File: config.mk
export PLATFORM = sky130hd
export DESIGN_NAME = alert_quarantine_logger_flat
export DESIGN_NICKNAME = d
export VERILOG_FILES = /design/src/rtl/alert_quarantine_logger_if.sv /design/src/rtl/alert_quarantine_logger.sv /design/src/flat_wrapper.sv
export SDC_FILE = /design/constraint.sdc
export NUM_CORES = 1
export LEC_CHECK = 0
export ABC_AREA = 1
export ABC_CLOCK_PERIOD_IN_PS = 3200
export BUFFER_PORTS_ARGS = -buffer_cell sky130_fd_sc_hd__buf_4
export CORE_UTILIZATION = 59
export CTS_BUF_LIST = sky130_fd_sc_hd__clkbuf_16
export CTS_CLUSTER_DIAMETER = 50
export DETAILED_ROUTE_END_ITERATION = 8
export PLACE_DENSITY = 0.91
export SETUP_SLACK_MARGIN = 0.3
export SLEW_MARGIN = 40
export SYNTH_ARGS = -nofsm -noshare
export SYNTH_HDL_FRONTEND = slang
export SYNTH_SLANG_ARGS = --single-unit
export TNS_END_PERCENT = 100
File: constraint.sdc
create_clock -name clk -period 3.2 [get_ports clk]
set_input_delay 0.64 -clock clk [delete_from_list [all_inputs] [get_ports clk]]
set_output_delay 0.64 -clock clk [all_outputs]
set_load 0.01 [all_outputs]
File: src/rtl/alert_quarantine_logger_if.sv
// Alert input, host readout and host clear bundle for the alert quarantine logger.
interface alert_quarantine_logger_if #(
    parameter int DEPTH = 4,
    parameter int CNT_W = 4
);
    logic                       alert_valid;
    logic [1:0]                 alert_module_id;
    logic [3:0]                 alert_addr;
    logic [3:0]                 alert_data;
    logic                       rd_valid;
    logic                       rd_ready;
    logic [1:0]                 rd_module_id;
    logic [3:0]                 rd_addr;
    logic [3:0]                 rd_data;
    logic [$clog2(DEPTH):0]     fifo_count;
    logic                       overflow;
    logic [CNT_W-1:0]           drop_count;
    logic [3:0]                 quarantine;
    logic                       clear_valid;
    logic [1:0]                 clear_id;
    logic                       clear_all;
    logic                       lockdown;
    logic [1:0]                 state;

    modport slave (
        input  alert_valid, alert_module_id, alert_addr, alert_data,
        input  rd_ready, clear_valid, clear_id, clear_all,
        output rd_valid, rd_module_id, rd_addr, rd_data, fifo_count,
        output overflow, drop_count, quarantine, lockdown, state
    );

    modport master (
        output alert_valid, alert_module_id, alert_addr, alert_data,
        output rd_ready, clear_valid, clear_id, clear_all,
        input  rd_valid, rd_module_id, rd_addr, rd_data, fifo_count,
        input  overflow, drop_count, quarantine, lockdown, state
    );
endinterface

File: src/rtl/alert_quarantine_logger.sv
// Logs write-monitor alerts into a small FIFO, counts violations per module,
// quarantines repeat offenders and escalates to lockdown.
module alert_quarantine_logger #(
    parameter int DEPTH     = 4,
    parameter int CNT_W     = 4,
    parameter int THRESHOLD = 3,
    parameter int LOCK_MIN  = 2
) (
    input logic clk,
    input logic rst,
    alert_quarantine_logger_if.slave bus
);
    localparam int PW = $clog2(DEPTH);
    localparam int CW = PW + 1;

    typedef struct packed {
        logic [1:0] id;
        logic [3:0] addr;
        logic [3:0] data;
    } alertRec_t;

    typedef enum logic [1:0] {IDLE = 2'd0, LOGGING = 2'd1, LOCKDOWN = 2'd2} state_t;

    alertRec_t        mem [DEPTH];
    alertRec_t        inRec, headNext;
    logic [PW-1:0]    wrPtr, rdPtr, rdPtrNext;
    logic [CW-1:0]    count, countNext;
    logic             full, pop, push, drop, clrAll;
    logic [3:0][CNT_W-1:0] cnt, cntNext;
    logic [3:0]       qNext;
    logic [CNT_W-1:0] dropNext;
    logic             ovfNext, lockHit;
    state_t           state, stateNext;

    assign inRec  = '{id: bus.alert_module_id, addr: bus.alert_addr, data: bus.alert_data};
    assign full   = (count == CW'(DEPTH));
    assign pop    = (count != '0) && bus.rd_ready;
    assign push   = bus.alert_valid && (!full || pop);
    assign drop   = bus.alert_valid && full && !pop;
    assign clrAll = bus.clear_valid && bus.clear_all;

    always_comb begin
        countNext = count;
        if (push && !pop)      countNext = count + 1'b1;
        else if (pop && !push) countNext = count - 1'b1;
        rdPtrNext = pop ? rdPtr + 1'b1 : rdPtr;
        // The head slot may be the one being written this very edge.
        headNext  = (push && wrPtr == rdPtrNext) ? inRec : mem[rdPtrNext];
    end

    always_ff @(posedge clk) begin
        if (push) mem[wrPtr] <= inRec;
    end

    always_ff @(posedge clk) begin
        if (!rst) begin
            wrPtr            <= '0;
            rdPtr            <= '0;
            count            <= '0;
            bus.rd_valid     <= 1'b0;
            bus.rd_module_id <= '0;
            bus.rd_addr      <= '0;
            bus.rd_data      <= '0;
        end else begin
            if (push) wrPtr <= wrPtr + 1'b1;
            rdPtr            <= rdPtrNext;
            count            <= countNext;
            bus.rd_valid     <= (countNext != '0);
            bus.rd_module_id <= (countNext != '0) ? headNext.id   : '0;
            bus.rd_addr      <= (countNext != '0) ? headNext.addr : '0;
            bus.rd_data      <= (countNext != '0) ? headNext.data : '0;
        end
    end

    assign bus.fifo_count = count;

    // A clear beats a same-cycle alert for that module; the alert is still logged.
    always_comb begin
        for (int m = 0; m < 4; m++) begin
            cntNext[m] = cnt[m];
            qNext[m]   = bus.quarantine[m];
            if (bus.clear_valid && (bus.clear_all || bus.clear_id == 2'(m))) begin
                cntNext[m] = '0;
                qNext[m]   = 1'b0;
            end else if (bus.alert_valid && bus.alert_module_id == 2'(m)) begin
                if (cnt[m] != '1) cntNext[m] = cnt[m] + 1'b1;
                if (cntNext[m] >= CNT_W'(THRESHOLD)) qNext[m] = 1'b1;
            end
        end
        ovfNext  = bus.overflow;
        dropNext = bus.drop_count;
        if (clrAll) begin
            ovfNext  = 1'b0;
            dropNext = '0;
        end else if (drop) begin
            ovfNext = 1'b1;
            if (bus.drop_count != '1) dropNext = bus.drop_count + 1'b1;
        end
    end

    always_ff @(posedge clk) begin
        if (!rst) begin
            cnt            <= '0;
            bus.quarantine <= '0;
            bus.overflow   <= 1'b0;
            bus.drop_count <= '0;
        end else begin
            cnt            <= cntNext;
            bus.quarantine <= qNext;
            bus.overflow   <= ovfNext;
            bus.drop_count <= dropNext;
        end
    end

    assign lockHit = ($countones(qNext) >= LOCK_MIN);

    always_comb begin
        stateNext = state;
        case (state)
            IDLE: begin
                if (bus.alert_valid) stateNext = lockHit ? LOCKDOWN : LOGGING;
            end
            LOGGING: begin
                if (lockHit)                                stateNext = LOCKDOWN;
                else if (countNext == '0 && qNext == '0)    stateNext = IDLE;
            end
            LOCKDOWN: begin
                if (clrAll) stateNext = (countNext == '0) ? IDLE : LOGGING;
            end
            default: stateNext = IDLE;
        endcase
    end

    always_ff @(posedge clk) begin
        if (!rst) begin
            state        <= IDLE;
            bus.lockdown <= 1'b0;
        end else begin
            state        <= stateNext;
            bus.lockdown <= (stateNext == LOCKDOWN);
        end
    end

    assign bus.state = state;
endmodule

File: src/flat_wrapper.sv
// flat-port wrapper written by rule: the top's interface ports become plain ports
module alert_quarantine_logger_flat 
#(
    parameter int DEPTH     = 4,
    parameter int CNT_W     = 4,
    parameter int THRESHOLD = 3,
    parameter int LOCK_MIN  = 2
)
  (clk, rst, bus_alert_valid, bus_alert_module_id, bus_alert_addr, bus_alert_data, bus_rd_ready, bus_clear_valid, bus_clear_id, bus_clear_all, bus_rd_valid, bus_rd_module_id, bus_rd_addr, bus_rd_data, bus_fifo_count, bus_overflow, bus_drop_count, bus_quarantine, bus_lockdown, bus_state);
  alert_quarantine_logger_if #(.DEPTH(DEPTH), .CNT_W(CNT_W)) bus_i ();
  input logic clk;
  input logic rst;
  input wire logic [$bits(bus_i.alert_valid)-1:0] bus_alert_valid;
  input wire logic [$bits(bus_i.alert_module_id)-1:0] bus_alert_module_id;
  input wire logic [$bits(bus_i.alert_addr)-1:0] bus_alert_addr;
  input wire logic [$bits(bus_i.alert_data)-1:0] bus_alert_data;
  input wire logic [$bits(bus_i.rd_ready)-1:0] bus_rd_ready;
  input wire logic [$bits(bus_i.clear_valid)-1:0] bus_clear_valid;
  input wire logic [$bits(bus_i.clear_id)-1:0] bus_clear_id;
  input wire logic [$bits(bus_i.clear_all)-1:0] bus_clear_all;
  output wire logic [$bits(bus_i.rd_valid)-1:0] bus_rd_valid;
  output wire logic [$bits(bus_i.rd_module_id)-1:0] bus_rd_module_id;
  output wire logic [$bits(bus_i.rd_addr)-1:0] bus_rd_addr;
  output wire logic [$bits(bus_i.rd_data)-1:0] bus_rd_data;
  output wire logic [$bits(bus_i.fifo_count)-1:0] bus_fifo_count;
  output wire logic [$bits(bus_i.overflow)-1:0] bus_overflow;
  output wire logic [$bits(bus_i.drop_count)-1:0] bus_drop_count;
  output wire logic [$bits(bus_i.quarantine)-1:0] bus_quarantine;
  output wire logic [$bits(bus_i.lockdown)-1:0] bus_lockdown;
  output wire logic [$bits(bus_i.state)-1:0] bus_state;
  assign bus_i.alert_valid = bus_alert_valid;
  assign bus_i.alert_module_id = bus_alert_module_id;
  assign bus_i.alert_addr = bus_alert_addr;
  assign bus_i.alert_data = bus_alert_data;
  assign bus_i.rd_ready = bus_rd_ready;
  assign bus_i.clear_valid = bus_clear_valid;
  assign bus_i.clear_id = bus_clear_id;
  assign bus_i.clear_all = bus_clear_all;
  assign bus_rd_valid = bus_i.rd_valid;
  assign bus_rd_module_id = bus_i.rd_module_id;
  assign bus_rd_addr = bus_i.rd_addr;
  assign bus_rd_data = bus_i.rd_data;
  assign bus_fifo_count = bus_i.fifo_count;
  assign bus_overflow = bus_i.overflow;
  assign bus_drop_count = bus_i.drop_count;
  assign bus_quarantine = bus_i.quarantine;
  assign bus_lockdown = bus_i.lockdown;
  assign bus_state = bus_i.state;
  alert_quarantine_logger #(.DEPTH(DEPTH), .CNT_W(CNT_W), .THRESHOLD(THRESHOLD), .LOCK_MIN(LOCK_MIN)) u_core (.clk(clk), .rst(rst), .bus(bus_i));
endmodule
==> impl_metrics.tcl <==
set metrics [dict create \
    outcome "complete, no violations" \
    peakVddDrop_uv 311 \
    synth_top_family_by_area "simple AND/OR/NAND/NOR gates" \
    overflow 0 \
    fin_total_pwr_mw 3.18 \
    cts_buffers 9 \
    fp.dieArea_sq_um 7540 \
    synth_top_area_share_pct 28.3 \
    r2r_slack_ns 0.20 \
    ant_nets 0 \
    first_iter_violations 323 \
    routedWlPerCell_um 15.9 \
    synth_warnings 0 \
    layout_commonest_cell "nand2_1" \
    path_clk_slew_ns 0.07 \
    final_area_sq_um 5200 \
    grt_pass1_wl_mm 15.6 \
    worstSetupEndpoint "u_core.bus.lockdown" \
    rows 30 \
    drive_above_1_share_pct 23.8 \
    syn2layout_area_growth_pct 22.4 \
    worstReg2RegStart "u_core.cnt[0]" \
    drv_slew 0 \
    grtUsageTotal_pct 27.0 \
    grt_start_max_net_pins 24 \
    muxShareOfSynthArea_pct 0 \
    synth_top_cell_by_area "edfxtp_1" \
    drtPass1Iterations 5 \
    antenna_found_initial 0 \
    ys_seq_area_share_pct 50.0 \
    synth-compound-area-share_pct 9.55 \
    syn_inst 502 \
    power.leakage_nw 2.36 \
    core-area_sq_um 6870 \
    fill_cells 453 \
    placed_area_sq_um 4660 \
    holdCritStartpoint "u_core.bus.overflow" \
    cts_max_path_buffers 2 \
    crit_fanout 4 \
    post-route-drc-count 0 \
    hpwl_mm 6.47 \
    synth_fp_nets 537 \
    nNetsFinal 593 \
    grt_pass1_vias 3389 \
    rsz0062_at_grt "no" \
    io_buffers 43 \
    via_per_inst 5.59 \
    synthSimpleGateAreaFrac_pct 26.8 \
    finalSetupViolations 0 \
    vias 3681 \
    clk_latency_ns 0.34 \
    synthXorXnorAreaFrac_pct 1.65 \
    drt-total-wl_mm 10.5 \
    postSynthAreaPerCell_sq_um 8.46 \
    synth.area.top_cells "edfxtp_1 28%, dfxtp_1 22%, nand2_1 13%" \
    relSlewSlack_pct 55.5 \
    synth_area_sq_um 4250 \
    cp.arrival_ns 3.21 \
    min_path_type "flop to flop" \
    cap_violations 0 \
    diodes 0 \
    cts_tree "yes" \
    die_y_um 86.8 \
    start_kind "flop" \
    initial_core_util_pct 61.8 \
    hold_buffers 0 \
    ctsRootBufferMaster "clkbuf_16" \
    final_cell_mix "146 x nand2_1, 55 x buf_4, 48 x inv_1" \
    required_ns 3.41 \
    hold_viol_final 0 \
    synth-adder-area-share_pct 5.19 \
    worstMarginPinSlew_ns 0.666 \
    crit_start "u_core.cnt[0]" \
    ys_types 36 \
    clock_skew_ns 0.00892 \
    worstSetupPathType "flop to flop" \
    gp_congestion 0.836 \
    post-route-period-util_pct 93.7 \
    fp.dieW_um 86.8 \
    io_pins 44 \
    synth_seq_cells 86 \
    endpoint_kind "flop" \
    power_density_nw_per_um2 612 \
    clock_sinks 86 \
    cts_htree_levels 3 \
    r2r_end "u_core.bus.lockdown" \
    reg2reg_depth 15 \
    tns_ns 0 \
    fmax_mhz 333 \
    post-route-min-period_ns 3.00 \
]
[area by class of cell]
type,count,area (sq um),share of cell area (%)
clock buffers,9,225,4.33
clock inverters,7,97.6,1.88
inverters,58,218,4.19
multi-input cells,348,1980,38.2
flip-flops and latches,86,2140,41.2
well taps,96,120,2.31
repair buffers,55,413,7.94
[per-layer routing]
metal | share of wire (%) | track usage (%) | up-vias | wire (um)
li1 | - | - | 1756 | -
met2 | 53 | 49.0 | 165 | 5550
met3 | 5.4 | 4.29 | 28 | 565
met4 | 2.9 | 12.9 | 0 | 298
met1 | 39 | 30.9 | 1732 | 4040
met5 | 0 | 0 | - | 0
[cells in the mapped netlist, drive strengths merged]
cell      n
a211oi    2
a21oi    35
a31oi     3
and2      1
buf       8
clkbuf    2
dfxtp    46
edfxtp   40
fa        1
ha       16
inv      58
nand2   156
nand3    41
nand3b    4
nand4     3
nor2     41
nor3      5
o211ai    2
o21a      1
o21ai    25
o21bai    2
or2       2
xnor2     3
xor2      5
[worst max-delay path: stages (launching register included)]
cell      delay, ns
dfxtp_4        0.37
ha_1           0.21
nand2_1        0.08
inv_2          0.06
o21ai_1        0.30
o21ai_1        0.16
nand3b_1       0.12
nand2_1        0.10
ha_1           0.35
nand2_2        0.08
inv_2          0.04
fa_1           0.48
nor2_2         0.16
nor2_1         0.10
a21oi_2        0.17
nor2_1         0.08
[worst min path at each step]
stage / end / slack (ns) / cells after the start
6_report: u_core.bus.overflow / 0.48 / 1
2_1_floorplan: u_core.cnt[15] / 0.45 / 2
3_5_place_dp: u_core.bus.overflow / 0.46 / 1
5_1_grt: u_core.mem[2][3] / 0.51 / 1
3_3_place_gp: u_core.bus.overflow / 0.46 / 1
4_1_cts: u_core.bus.overflow / 0.48 / 1
[through the flow]
| stage | setup WS [ns] | std cells | hold WS [ns] | util, % |
|---|---|---|---|---|
| floorplan | 0.468 | 502 | 0.454 | - |
| global placement | 0.342 | 637 | 0.455 | 67.9 |
| detailed placement | 0.133 | 637 | 0.465 | 67.9 |
| CTS | 0.301 | 655 | 0.480 | 73.4 |
| global route | 0.0848 | 659 | 0.507 | 75.7 |
| finish | 0.201 | 659 | 0.484 | 75.7 |
[state kept, by name, summed over array words and instances (netlist names), 2 cells and up]
signal and flops:
u_core.bus.drop_count 4, u_core.bus.quarantine 4, u_core.bus.fifo_count 3, u_core.wrPtr 2, u_core.bus.rd_module_id 2, u_core.bus.state 2
u_core.bus.rd_data 4, u_core.bus.rd_addr 4, u_core.mem 40, u_core.rdPtr 2, u_core.cnt 16
[cells by family (layout without fill, tap and decap cells)]
logic type	after synthesis	count (layout)
and+or+nand+nor	253	253
DFF	86	86
buffers and inverters	68	129
xor gates and xnor gates	8	8
AOI/OAI and AO/OA	70	70
adders and majority gates	17	17
[repair_timing]
item | CTS | global route
setup buffers | 2 | 4
pin swaps | 2 | 13
setup endpoints to repair | 3 | 3
gates resized for setup | 16 | 37
[where the power goes]
part	total, mW	internal (mW)	switching (mW)	leakage [nW]
logic	0.750	0.267	0.484	1.46
clock network	1.14	0.688	0.452	0.159
registers	1.29	1.24	0.0501	0.746
total	3.18	2.19	0.986	2.36
Power figures use the tool's default switching activity.
